<file path="src/rtl/mux_arb_pkg.sv">
// Shared types and sizing for the round-robin mux arbiter.
package mux_arb_pkg;

  localparam int NUM_REQ = 4;
  localparam int SEL_W   = 2;

  typedef enum logic {
    IDLE  = 1'b0,
    BURST = 1'b1
  } state_t;

endpackage

</file>
<file path="src/rtl/rr_pick4.sv">
// Combinational round-robin picker: the first set request bit found
// searching upward (wrapping) from ptr wins.
module rr_pick4
  import mux_arb_pkg::*;
(
  input  logic [NUM_REQ-1:0] req,
  input  logic [SEL_W-1:0]   ptr,
  output logic [SEL_W-1:0]   winner,
  output logic               any_valid
);

  // Requests rotated so that bit 0 is the requester at ptr.
  logic [NUM_REQ-1:0] rot;
  logic [SEL_W-1:0]   offset;

  generate
    for (genvar gi = 0; gi < NUM_REQ; gi++) begin : g_rot
      assign rot[gi] = req[ptr + SEL_W'(gi)];
    end
  endgenerate

  // Lowest set bit of the rotated vector gives the distance from ptr.
  always_comb begin
    offset = '0;
    for (int k = NUM_REQ - 1; k >= 0; k--) begin
      if (rot[k]) offset = SEL_W'(k);
    end
  end

  assign winner    = ptr + offset;
  assign any_valid = |req;

endmodule

</file>
<file path="src/rtl/rr_mux_arbiter.sv">
// Four-lane round-robin burst arbiter with a registered output stage.
// A grant is held until the requester marks its last beat or MAX_BURST
// beats have been moved; the pointer then advances past the winner.
module rr_mux_arbiter
  import mux_arb_pkg::*;
#(
  parameter int WIDTH     = 8,
  parameter int MAX_BURST = 16
) (
  input  logic               clk,
  input  logic               rst,
  input  logic               enable,
  input  logic [3:0]         req_valid,
  input  logic [3:0]         req_last,
  input  logic [WIDTH-1:0]   in0,
  input  logic [WIDTH-1:0]   in1,
  input  logic [WIDTH-1:0]   in2,
  input  logic [WIDTH-1:0]   in3,
  output logic [3:0]         req_ready,
  output logic               out_valid,
  input  logic               out_ready,
  output logic [WIDTH-1:0]   out_data,
  output logic               out_last,
  output logic [1:0]         out_sel
);

  localparam int CNT_W = $clog2(MAX_BURST + 1);

  state_t             state_q;
  logic [SEL_W-1:0]   ptr_q;
  logic [SEL_W-1:0]   sel_q;
  logic [CNT_W-1:0]   cnt_q;
  logic               out_valid_q;
  logic [WIDTH-1:0]   out_data_q;
  logic               out_last_q;

  logic [WIDTH-1:0]   lane [NUM_REQ];
  logic [SEL_W-1:0]   winner;
  logic               any_valid;
  logic               accept_ok;
  logic               xfer;
  logic               burst_done;
  logic [CNT_W-1:0]   cnt_d;
  logic [SEL_W-1:0]   ptr_d;

  assign lane[0] = in0;
  assign lane[1] = in1;
  assign lane[2] = in2;
  assign lane[3] = in3;

  rr_pick4 u_pick (
    .req       (req_valid),
    .ptr       (ptr_q),
    .winner    (winner),
    .any_valid (any_valid)
  );

  // The granted lane may push a beat when the output register is empty
  // or is being drained in the same cycle.
  assign accept_ok  = (state_q == BURST) && (!out_valid_q || out_ready);
  assign xfer       = accept_ok && req_valid[sel_q];
  assign cnt_d      = cnt_q + CNT_W'(1);
  assign ptr_d      = sel_q + SEL_W'(1);
  assign burst_done = xfer && (req_last[sel_q] || (cnt_d == CNT_W'(MAX_BURST)));

  // One-hot ready towards the granted requester only.
  always_comb begin
    req_ready = '0;
    if (accept_ok) req_ready[sel_q] = 1'b1;
  end

  // Arbitration FSM plus output register; reset drops any pending beat.
  always_ff @(posedge clk or posedge rst) begin
    if (rst) begin
      state_q     <= IDLE;
      ptr_q       <= '0;
      sel_q       <= '0;
      cnt_q       <= '0;
      out_valid_q <= 1'b0;
      out_data_q  <= '0;
      out_last_q  <= 1'b0;
    end else begin
      case (state_q)
        IDLE: begin
          if (enable && any_valid) begin
            state_q <= BURST;
            sel_q   <= winner;
            cnt_q   <= '0;
          end
        end
        BURST: begin
          if (xfer) begin
            cnt_q <= cnt_d;
            if (burst_done) begin
              state_q <= IDLE;
              ptr_q   <= ptr_d;
            end
          end
        end
        default: state_q <= IDLE;
      endcase

      if (xfer) begin
        out_valid_q <= 1'b1;
        out_data_q  <= lane[sel_q];
        out_last_q  <= req_last[sel_q];
      end else if (out_valid_q && out_ready) begin
        out_valid_q <= 1'b0;
      end
    end
  end

  assign out_valid = out_valid_q;
  assign out_data  = out_data_q;
  assign out_last  = out_last_q;
  assign out_sel   = sel_q;

endmodule

</file>
<file path="config.mk">
export PLATFORM = sky130hd
export DESIGN_NAME = rr_mux_arbiter
export DESIGN_NICKNAME = d
export VERILOG_FILES = /design/src/rtl/mux_arb_pkg.sv /design/src/rtl/rr_pick4.sv /design/src/rtl/rr_mux_arbiter.sv
export SDC_FILE = /design/constraint.sdc
export NUM_CORES = 1
export LEC_CHECK = 0
export ABC_AREA = 1
export BUFFER_PORTS_ARGS = -buffer_cell sky130_fd_sc_hd__buf_4
export CORE_ASPECT_RATIO = 2
export CORE_MARGIN = 3
export CORE_UTILIZATION = 50
export DETAILED_ROUTE_END_ITERATION = 8
export HOLD_SLACK_MARGIN = 0.02
export PLACE_DENSITY = 0.89
export SKIP_CTS_REPAIR_TIMING = 1
export SLEW_MARGIN = 40
export SYNTH_ARGS = -nofsm -noshare
export SYNTH_HDL_FRONTEND = slang
export SYNTH_SLANG_ARGS = --single-unit
</file>
<file path="constraint.sdc">
create_clock -name clk -period 2.95 [get_ports clk]
set_input_delay 0 -clock clk [delete_from_list [all_inputs] [get_ports clk]]
set_output_delay 0 -clock clk [all_outputs]
set_load 0.01 [all_outputs]
</file>
# Word level (Yosys, flattened, before mapping)
# Cells that the tools add are included.
# word_totals
reg_bits,20
latchBits,0
ramBits,0
mem_bits_ro,0
inputBits,44
output_inout_bits,16
wordCells,70
memories,0
# classes
add_sub_neg,6
n_mul,0
div_mod_pow,0
magnitude_cmp,7
eq_ne,3
shift,0
muxes,31
bitwise_logic,2
n_reduce_logical,14
# ops
op,count
$bmux W8 S2,1
$mux W8,2
$lt A2 B3 Y1 const B,5
$bmux W1 S2,6
$mux W1,12
$mux W5,2
$pmux W5 S2,1
$mux W2,4
$logic_and A1 B1 Y1,6
$add A5 B1 Y5 const B,1
$eq A5 B5 Y1 const B,1
$add A2 B1 Y2 const B,2
$add A2 B2 Y2 const B,2
$mux W4,1
$reduce_and A2 Y1,2
$reduce_or A4 Y1,1
$ge A3 B3 Y1 const B,1
$not A2 Y3,1
$reduce_and A3 Y1,1
$add A2 B2 Y2,1
$demux W1 S2,1
$ge A2 B1 Y1 const B,1
$logic_or A1 B1 Y1,2
$ne A2 B1 Y1 const B,1
5 further kinds,5

# Depth between registers and ports, before layout
# Gate-level depths: netlist of the first run.
# depth
ltp_word,8
ltp_mapped,14
ltp_nobuf,13

# By module
# A second synthesis of the first run with hierarchy kept.
# hier_totals
cells_unflattened,234
area_unflattened_um2,1565.3
# modules_own_cells
mod,n_inst,cells_each,area_each_um2,seq_area_each_um2
rr_mux_arbiter,1,178,1297.5,500.5
rr_pick4,1,56,267.8,0.0

# Worst setup path before layout of the first run
# OpenSTA, ideal clock, no wires.
# synth_timing
path_type,register to register
from,register ptr_q[0]
to,register sel_q[1] (netlist: out_sel[1])
setup_time_ps,117
t_arrival_ps,1499
t_required_ps,2833
path_slack_ps,1334
path_stages_with_launch,13
path_buffers,1
synth_period_minus_slack_ps,1616
path_cell_list,dfrtp_1 -> buf_4 -> inv_4 -> nand2_1 -> nand2_1 -> nand2_1 -> a31oi_1 -> nor2_1 -> ha_1 -> xor2_1 -> nand3_1 -> nand3_1 -> nand2_1
# synth_via
elab_chain_cells,8
word_cells_on_any_way,16
cone_classes,add/sub (4); mux (12)
# synth_rtl
item,line,text
start: declaration,rr_mux_arbiter.sv:30,logic [SEL_W-1:0] ptr_q;
start signal: assignment,rr_mux_arbiter.sv:96,ptr_q <= ptr_d;
$add A2 B2 Y2,rr_pick4.sv:18,assign rot[gi] = req[ptr + SEL_W'(gi)];
$bmux W1 S2,rr_pick4.sv:18,
$mux W1 (implied by the code),rr_pick4.sv:18,
$mux W2 (4 in a row),rr_pick4.sv:26,if (rot[k]) offset = SEL_W'(k);
$add A2 B2 Y2 (*),rr_pick4.sv:30,assign winner = ptr + offset;
end signal: assignment,rr_mux_arbiter.sv:87,sel_q <= winner;
end: declaration,rr_mux_arbiter.sv:31,logic [SEL_W-1:0] sel_q;
# Every way passes the cells marked *; elsewhere a longest branch is shown, timed or not. The select of a mux whose other input is x is not followed.
# A chain may end at the register's enable or synchronous reset.

# Worst setup path after layout of the first run
# Same ends and word-level chain as after synthesis.

==> results of run 1 <==
## critical path: stages, from the launching register on
cell	delay [ns]
dfrtp_1	0.59
inv_4	0.10
nand2_1	0.07
nand2_1	0.06
nand2_1	0.07
nand2_1	0.06
a31oi_1	0.15
nor2_1	0.06
ha_1	0.19
xor2_1	0.17
nand3_1	0.10
nand3_1	0.09
nand2_1	0.05
## cells in the mapped netlist (all sizes together)
library cell / count
nor2: 25
xnor2: 1
inv: 22
o211ai: 1
buf: 8
o22ai: 9
nand2: 87
ha: 6
a21oi: 3
xor2: 1
dfrtp: 20
nand4: 2
a31oi: 1
nand3: 12
clkbuf: 1
o21ai: 25
## sequential cells by signal (all words and copies together), names as in the netlist
name,cells
cnt_q,5
out_data,8
out_valid,1
out_last,1
ptr_q,2
state_q,1
out_sel,2
## cell type report
| class | count | area [sq um] | share of cell area |
|---|---|---|---|
| Clock buffer | 3 | 41.3 | 0.0206 |
| Sequential cell | 20 | 500 | 0.250 |
| Inverter | 22 | 90.1 | 0.0449 |
| Clock inverter | 1 | 30.0 | 0.0150 |
| Timing Repair Buffer | 61 | 463 | 0.231 |
| Tap cell | 29 | 36.3 | 0.0181 |
| Multi-Input combinational cell | 173 | 843 | 0.421 |
## power groups by stage
stage | sequential, mW | clock (mW) | combinational [mW]
after floorplan | 0.537 | 0 | 0.884
after global placement | 0.588 | 0 | 1.11
after detailed placement | 0.592 | 0 | 1.13
after CTS | 0.588 | 0.274 | 1.15
after global routing | 0.615 | 0.286 | 1.30
final | 0.597 | 0.272 | 1.14
## path summary, 6_finish.rpt
check | end | start | slack [ns]
max | out_sel[1]$_DFFE_PP0P_ | ptr_q[0]$_DFFE_PP0P_ | 1.09
min | out_data[0]$_DFFE_PP0N_ | in0[0] | 0.14
max reg2reg | out_sel[1]$_DFFE_PP0P_ | ptr_q[0]$_DFFE_PP0P_ | 1.09
min reg2reg | out_data[4]$_DFFE_PP0N_ | out_data[4]$_DFFE_PP0N_ | 0.49
max in group asynchronous | out_data[3]$_DFFE_PP0N_ | rst | 2.04
min in group asynchronous | cnt_q[4]$_DFFE_PP0P_ | rst | 0.44
## cell families after synthesis
logic type	Yosys count
and+or+nand+nor	126
buffers and inverters	31
DFF	20
AOI/OAI and AO/OA	39
xor gates and xnor gates	2
adders and majority gates	6
## routing by layer
| metal | part of all wire | wire (um) |
|---|---|---|
| met5 | 0 | 0 |
| met4 | 0.038 | 152 |
| met3 | 0.034 | 138 |
| met2 | 0.58 | 2340 |
| met1 | 0.35 | 1420 |
==> flow_summary_export.csv, run 1 <==
group,metric,value,unit
layout,area_delta_synth_final,32.5,%
routing,viasPerCell,5.34,
yosys,syn_inst,224,
place,place_ws,1.13,ns
global_route,grt_pass1_wl,6.38,mm
global_route,use_met1,0.219,
status,outcome,"complete, no violations",
critical_path,cp_max_fo,11,
floorplanning,fp.dieH,83.8,um
power,switchingPower,0.957,mW
yosys,synth-compound-area-share,0.144,
yosys,ys_top_cells_by_area,"dfrtp_1 33%, nand2_1 20%, o21ai_0 6.9%",
power,power.total,2.01,mW
layout,finalNonFillerCells,309,
clock_tree,htree_levels,1,
routing,wl,4.05,mm
yosys,synth-simple-area-share,0.352,
critical_path,crit_path_end_kind,"flip-flop",
floorplanning,die_area,0.00376,sq mm
sta,layout_setup_ws,1.09,ns
layout,antennaDiodeCount,0,
clock_tree,cts_max_path_buffers,2,
power,p_clk_frac,0.136,
place,placed_cells,303,
global_route,gr-usage-all-layers,0.227,
yosys,synthesis.nets,274,
layout,fin_nets,331,
clock_tree,cts_num_sinks,20,
power,combPwrFrac,0.567,
power,p_seq_frac,0.297,
clock_tree,cts_tree,"yes",
power,swShare,0.477,
floorplanning,row_count,27,
critical_path,critPathKind,"flip-flop to flip-flop",
yosys,synth_area,0.00151,sq mm
critical_path,critPathLaunchType,"flip-flop",
global_route,grt_max_degree,26,
routing,ant_nets,0,
job,maxCapViolCount,0,
min_path,holdPathStages,5,
sta,hold_slack,0.135,ns
global_route,grt_pass1_vias,1539,
clock_tree,cts_root_buf,"clkbuf_8",
floorplanning,initial_core_util,0.533,
critical_path,ff2ff_path_depth,12,
sta,setup_tns,0,ns
routing,avgRoutedWirePerCell,13.1,um
sta,post-route-period-util,0.630,
critical_path,required,3.11,ns
yosys,synth_top_family_by_area,"simple AND/OR/NAND/NOR gates",
global_route,antenna_found_initial,0,
global_route,met3_usage,0.0410,
sta,tightestPinTransition,0.747,ns
yosys,synth_area_leader_cell,"dfrtp_1",
layout,final_cell_mix,"82 x nand2_1, 59 x buf_4, 21 x o21ai_0",
yosys,synthXorXnorAreaFrac,0.0116,
routing,drc,0,
yosys,ys_warn_count,0,
min_path,hold_path_class,"primary input to flip-flop",
layout,fin_util,0.706,
clock_tree,clock_latency,0.26,ns
layout,num-fill-cells,252,
yosys,synth_top_area_frac,0.331,
sta,skew,0.00757,ns
layout,stdcell_area,0.00200,sq mm
yosys,syn_area_per_cell,6.75,sq um
floorplanning,pin_count,60,
global_route,overflow,0,
power,vdd_drop_max,0.637,mV
floorplanning,die_w,44.9,um
sta,min_period,1.86,ns
floorplanning,core_area,0.00284,sq mm
yosys,ys_seq_elements,20,
power,p_leak,1.10,nW
place,io_buffers,59,
global_route,use_met2,0.426,
critical_path,cp.arrival,2.02,ns
routing,vias,1651,
sta,final-setup-viol-count,0,
place,post_dp_cell_area,0.00191,sq mm
power,powerDensity,1000,mW/mm^2
yosys,synthAdderAreaFrac,0.0496,
place,dp_hpwl,3.13,mm
power,power.internal,1.05,mW
yosys,ys_seq_area_frac,0.331,
sta,maxSlewViolCount,0,
global_route,top_usage_layer,"met2",
sta,fmax,538,MHz
yosys,synth_cell_type_count,27,
routing,first_pass_iters,4,
yosys,synth.mux.area_fraction,0,
layout,final_common_cell,"nand2_1",
sta,rsz0062_at_grt,"false",
clock_tree,cts_inserted_buffers,3,
routing,drt_iter0_drc,54,
layout,layout-drive-gt1-share,0.296,
place,gp_congestion,0.835,
sta,hold_viol_final,0,
sta,slew_headroom,0.502,
clock_tree,cts.clk_slew.worst_paths,0.08,ns
Power figures use the tool's default switching activity.
==> run 2, diff against run 1 <==
--- a/config.mk
+++ b/config.mk
@@ -9,10 +9,10 @@
 export BUFFER_PORTS_ARGS = -buffer_cell sky130_fd_sc_hd__buf_4
 export CORE_ASPECT_RATIO = 2
 export CORE_MARGIN = 3
-export CORE_UTILIZATION = 50
+export CORE_UTILIZATION = 44
 export DETAILED_ROUTE_END_ITERATION = 8
 export HOLD_SLACK_MARGIN = 0.02
-export PLACE_DENSITY = 0.89
+export PLACE_DENSITY = 0.83
 export SKIP_CTS_REPAIR_TIMING = 1
 export SLEW_MARGIN = 40
 export SYNTH_ARGS = -nofsm -noshare
==> constraint.sdc (replaced) <==
create_clock -name clk -period 1.53 [get_ports clk]
set_input_delay 0 -clock clk [delete_from_list [all_inputs] [get_ports clk]]
set_output_delay 0 -clock clk [all_outputs]
set_load 0.01 [all_outputs]
==> flow_summary_export.csv, run 2 (same netlist as run 1, synthesis figures left out) <==
group,metric,value,unit
place,io_buffers,59,
sta,layout_setup_ws,-0.209,ns
min_path,hold_path_class,"primary input to flip-flop",
layout,antennaDiodeCount,0,
min_path,hold_path_end,"out_data[1]$_DFFE_PP0N_",
floorplanning,fp.dieH,88.9,um
global_route,overflow,0,
clock_tree,cts.clk_slew.worst_paths,0.07,ns
power,powerDensity,1910,mW/mm^2
layout,final_cell_mix,"76 x nand2_1, 71 x buf_4, 21 x o21ai_0",
sta,tightestPinTransition,0.263,ns
routing,ant_nets,0,
layout,fin_util,0.657,
critical_path,cp.arrival,1.90,ns
global_route,gr-usage-all-layers,0.209,
place,gp_congestion,0.789,
floorplanning,pin_count,60,
floorplanning,core_area,0.00323,sq mm
sta,final-setup-viol-count,2,
job,maxCapViolCount,0,
layout,fin_nets,344,
clock_tree,cts_num_sinks,20,
sta,slew_headroom,0.825,
clock_tree,clock_latency,0.26,ns
clock_tree,cts_root_buf,"clkbuf_8",
floorplanning,initial_core_util,0.468,
power,power.total,4.05,mW
global_route,antenna_found_initial,0,
global_route,grt_max_degree,21,
sta,min_period,1.74,ns
critical_path,r2r_start,"ptr_q[0]$_DFFE_PP0P_",
sta,post-route-period-util,1.14,
layout,multiInputGateArea,868,sq um
min_path,hp-start,"in0[1]",
critical_path,critPathKind,"flip-flop to flip-flop",
critical_path,ff2ff_path_depth,13,
global_route,grt_pass1_wl,6.38,mm
sta,rsz0062_at_grt,"true",
layout,num-fill-cells,292,
clock_tree,cts_max_path_buffers,2,
routing,avgRoutedWirePerCell,12.9,um
routing,wl,4.18,mm
routing,viasPerCell,5.14,
min_path,holdPathStages,5,
clock_tree,cts_inserted_buffers,3,
critical_path,required,1.69,ns
layout,final_common_cell,"nand2_1",
layout,layout-drive-gt1-share,0.362,
place,dp_hpwl,3.28,mm
sta,hold_viol_final,0,
routing,vias,1665,
routing,drc,0,
critical_path,cp_max_fo,6,
status,violations,"setup timing",
critical_path,reg2reg_slack,-0.21,ns
critical_path,r2r-end,"out_sel[1]$_DFFE_PP0P_",
sta,skew,0.00751,ns
floorplanning,row_count,29,
sta,fmax,575,MHz
critical_path,critPathLaunchType,"flip-flop",
layout,area_delta_synth_final,40.3,%
power,p_leak,1.16,nW
clock_tree,htree_levels,1,
routing,first_pass_iters,4,
floorplanning,die_area,0.00422,sq mm
floorplanning,die_w,47.5,um
critical_path,crit_path_end_kind,"flip-flop",
clock_tree,cts_tree,"yes",
layout,area.sequential,502,sq um
status,outcome,"finished with violations",
routing,drt_iter0_drc,26,
layout,largest_reg_flops,8,
sta,maxSlewViolCount,0,
power,vdd_drop_max,1.11,mV
global_route,grt_pass1_vias,1560,
run 2: metal layers:
| metal | share of wire | GRT usage |
|---|---|---|
| met1 | 0.34 | 0.201 |
| met2 | 0.60 | 0.411 |
| met3 | 0.031 | 0.0222 |
| met4 | 0.023 | 0.0781 |
| met5 | 0 | 0 |
run 2: critical path, cell delays in order, from the launching register on:
cell and delay (ns):
dfrtp_2 0.46, buf_6 0.15, nand2_1 0.06, nand2_1 0.05
nand2_1 0.05, nand2_1 0.06, a31oi_1 0.14, nor2_1 0.07
ha_2 0.19, xor2_2 0.18, inv_1 0.06, nand2_1 0.05
nand3_1 0.07, nand2_1 0.05
run 2: per-stage QoR:
stage | worst slack (ns) | TNS (ns) | hold WS [ns] | instance area (sq um) | cells
floorplan | -0.0660 | -0.0660 | -0.0362 | 1520 | 224
global placement | -0.221 | -0.297 | 0.0464 | 1980 | 314
detailed placement | -0.289 | -0.396 | 0.0514 | 1980 | 314
CTS | -0.292 | -0.461 | -0.236 | 2040 | 318
global route | -0.326 | -0.670 | 0.135 | 2120 | 324
finish | -0.209 | -0.234 | 0.0871 | 2120 | 324
run 2: where the power goes:
part	total [mW]	internal, mW	switching [mW]
registers	1.03	0.790	0.240
clock network	0.403	0.229	0.173
logic	2.61	1.12	1.50
total	4.05	2.14	1.91
run 2: worst max-delay path by stage:
stage | startpoint | end | slack (ns) | depth (start not counted)
6_report | ptr_q[0]$_DFFE_PP0P_ | out_sel[1]$_DFFE_PP0P_ | -0.21 | 13
4_1_cts | ptr_q[0]$_DFFE_PP0P_ | out_sel[1]$_DFFE_PP0P_ | -0.29 | 12
3_5_place_dp | ptr_q[0]$_DFFE_PP0P_ | out_sel[1]$_DFFE_PP0P_ | -0.29 | 12
3_3_place_gp | ptr_q[0]$_DFFE_PP0P_ | out_sel[1]$_DFFE_PP0P_ | -0.22 | 12
2_1_floorplan | ptr_q[0]$_DFFE_PP0P_ | out_sel[1]$_DFFE_PP0P_ | -0.07 | 12
5_1_grt | ptr_q[0]$_DFFE_PP0P_ | out_sel[1]$_DFFE_PP0P_ | -0.33 | 12
run 2: area by class of cell:
| cell class | count | area share |
|---|---|---|
| clock buffers | 4 | 0.0259 |
| inverters | 22 | 0.0442 |
| multi-input cells | 173 | 0.409 |
| flip-flops and latches | 20 | 0.236 |
| well taps | 31 | 0.0183 |
| repair buffers | 74 | 0.266 |
==> run 3, diff against run 2 <==
--- a/config.mk
+++ b/config.mk
@@ -11,10 +11,11 @@
 export CORE_MARGIN = 3
 export CORE_UTILIZATION = 44
 export DETAILED_ROUTE_END_ITERATION = 8
+export GPL_TIMING_DRIVEN = 0
 export HOLD_SLACK_MARGIN = 0.02
 export PLACE_DENSITY = 0.83
 export SKIP_CTS_REPAIR_TIMING = 1
-export SLEW_MARGIN = 40
+export SLEW_MARGIN = 20
 export SYNTH_ARGS = -nofsm -noshare
 export SYNTH_HDL_FRONTEND = slang
 export SYNTH_SLANG_ARGS = --single-unit
==> flow_summary_export.csv, run 3 (same netlist as run 1, synthesis figures left out) <==
group,metric,value,unit
place,gp_congestion,0.790,
routing,viasPerCell,5.36,
layout,final_cell_mix,"68 x nand2_1, 63 x buf_4, 21 x o21ai_0",
place,dp_hpwl,3.38,mm
layout,area_delta_synth_final,43.9,%
sta,final-setup-viol-count,6,
layout,antennaDiodeCount,0,
sta,maxSlewViolCount,0,
routing,avgRoutedWirePerCell,14.2,um
clock_tree,cts_num_sinks,20,
floorplanning,fp.dieH,88.9,um
min_path,hold_path_class,"primary input to flip-flop",
sta,slew_headroom,0.496,
floorplanning,die_w,47.5,um
place,post_dp_cell_area,0.00200,sq mm
layout,final_common_cell,"nand2_1",
global_route,antenna_found_initial,0,
sta,tightestPinTransition,0.756,ns
power,powerDensity,1970,mW/mm^2
sta,fmax,537,MHz
routing,ant_nets,0,
layout,layout-drive-gt1-share,0.384,
critical_path,critPathLaunch,"ptr_q[0]$_DFFE_PP0P_",
clock_tree,htree_levels,1,
global_route,grt_max_degree,21,
critical_path,cp_max_fo,8,
critical_path,critical_path.cell_chain,"buf_6 -> clkinv_8 -> nand2_1 -> nand2_1 -> nand2_1 -> a31oi_1 -> nor2_1 -> ha_2 -> xor2_2 -> nand3_1 -> nand3_1 -> nand2_1",
power,vdd_drop_max,1.23,mV
critical_path,ff2ff_path_depth,12,
global_route,grt_pass1_wl,6.80,mm
critical_path,r2r-end,"out_sel[1]$_DFFE_PP0P_",
routing,drt_iter0_drc,44,
layout,stdcell_area,0.00218,sq mm
sta,hold_slack,0.0943,ns
critical_path,critPathLaunchType,"flip-flop",
floorplanning,core_area,0.00323,sq mm
critical_path,slowest_stage,"dfrtp_1",
floorplanning,row_count,29,
status,outcome,"finished with violations",
global_route,gr-usage-all-layers,0.222,
critical_path,crit_top_cell,"nand2_1",
routing,drc,0,
critical_path,critPathKind,"flip-flop to flip-flop",
sta,layout_setup_ws,-0.331,ns
power,power.total,4.29,mW
floorplanning,die_area,0.00422,sq mm
place,io_buffers,59,
sta,skew,0.00486,ns
critical_path,cp-endpoint,"out_sel[1]$_DFFE_PP0P_",
power,p_leak,1.18,nW
clock_tree,cts_max_path_buffers,2,
floorplanning,initial_core_util,0.468,
layout,fin_util,0.674,
critical_path,cp.arrival,2.02,ns
routing,vias,1730,
floorplanning,pin_count,60,
sta,min_period,1.86,ns
clock_tree,cts_tree,"yes",
sta,rsz0062_at_grt,"true",
clock_tree,cts.clk_slew.worst_paths,0.08,ns
layout,fin_nets,343,
sta,post-route-period-util,1.22,
clock_tree,cts_inserted_buffers,3,
critical_path,crit_path_end_kind,"flip-flop",
critical_path,r2r_start,"ptr_q[0]$_DFFE_PP0P_",
global_route,overflow,0,
critical_path,crit_path_max_incr_delay,0.41,ns
routing,first_pass_iters,4,
critical_path,required,1.69,ns
routing,wl,4.57,mm
clock_tree,clock_latency,0.26,ns
clock_tree,cts_root_buf,"clkbuf_8",
job,maxCapViolCount,0,
critical_path,reg2reg_slack,-0.33,ns
layout,largest_reg_flops,8,
sta,hold_viol_final,0,
global_route,grt_pass1_vias,1662,
status,violations,"setup timing",
[run 3: cell count changes in the layout (fill, tap and decap cells not counted)]
cell	previous run	this run
inv_1	16	17
clkinvlp_4	1	0
buf_8	0	1
buf_6	1	4
clkbuf_2	0	1
buf_2	0	2
clkinv_8	0	1
nand2_4	1	6
nand2_2	10	13
nand2_1	76	68
inv_4	3	2
buf_4	71	63
[run 3: area by class of cell]
cell class                 count  area [sq um]
buffer                         8          77.6
clock buffer                   4          55.1
fill                         279          1050
timing repair buffer          65           490
multi-input combinational    173           913
inverter                      22           100
sequential                    20           502
tap                           31          38.8
[run 3: layer usage]
metal	global-route usage	wire length, um
met3	0.0202	134
met5	0	0
met1	0.210	1530
met4	0.0605	89
met2	0.454	2810
[run 3: worst min-delay path by stage]
stage	cells past startpoint	to	slack, ns	start
after global placement	2	cnt_q[4]$_DFFE_PP0P_	0.17	rst
after CTS	2	out_data[1]$_DFFE_PP0N_	-0.1	rst
after detailed placement	2	cnt_q[4]$_DFFE_PP0P_	0.19	rst
final	5	out_data[1]$_DFFE_PP0N_	0.09	in0[1]
after floorplan	1	cnt_q[0]$_DFFE_PP0P_	-0.04	rst
after global routing	5	out_data[1]$_DFFE_PP0N_	0.14	in0[1]
[run 3: per-stage QoR]
| stage | std cells | TNS, ns | worst slack [ns] |
|---|---|---|---|
| 6_report | 323 | -1.03 | -0.331 |
| 5_1_grt | 323 | -2.46 | -0.471 |
| 4_1_cts | 318 | -0.850 | -0.242 |
| 3_5_place_dp | 314 | -0.313 | -0.233 |
| 3_3_place_gp | 314 | -0.275 | -0.214 |
| 2_1_floorplan | 224 | -0.0660 | -0.0660 |
[run 3: where the power goes]
part / internal (mW) / total (mW) / switching [mW]
clock network: 0.229 / 0.404 / 0.175
registers: 0.789 / 1.03 / 0.244
logic: 1.19 / 2.85 / 1.66
[run 3: critical path, delay by kind of cell, from the launching register on]
kind                     cells  cell delay, ns
flip-flops                   1            0.41
XOR/XNOR                     1            0.15
AO/OA/AOI/OAI                1            0.21
buffers and inverters        2            0.24
adder cells (fa/ha/maj)      1            0.19
AND/OR/NAND/NOR              7            0.55
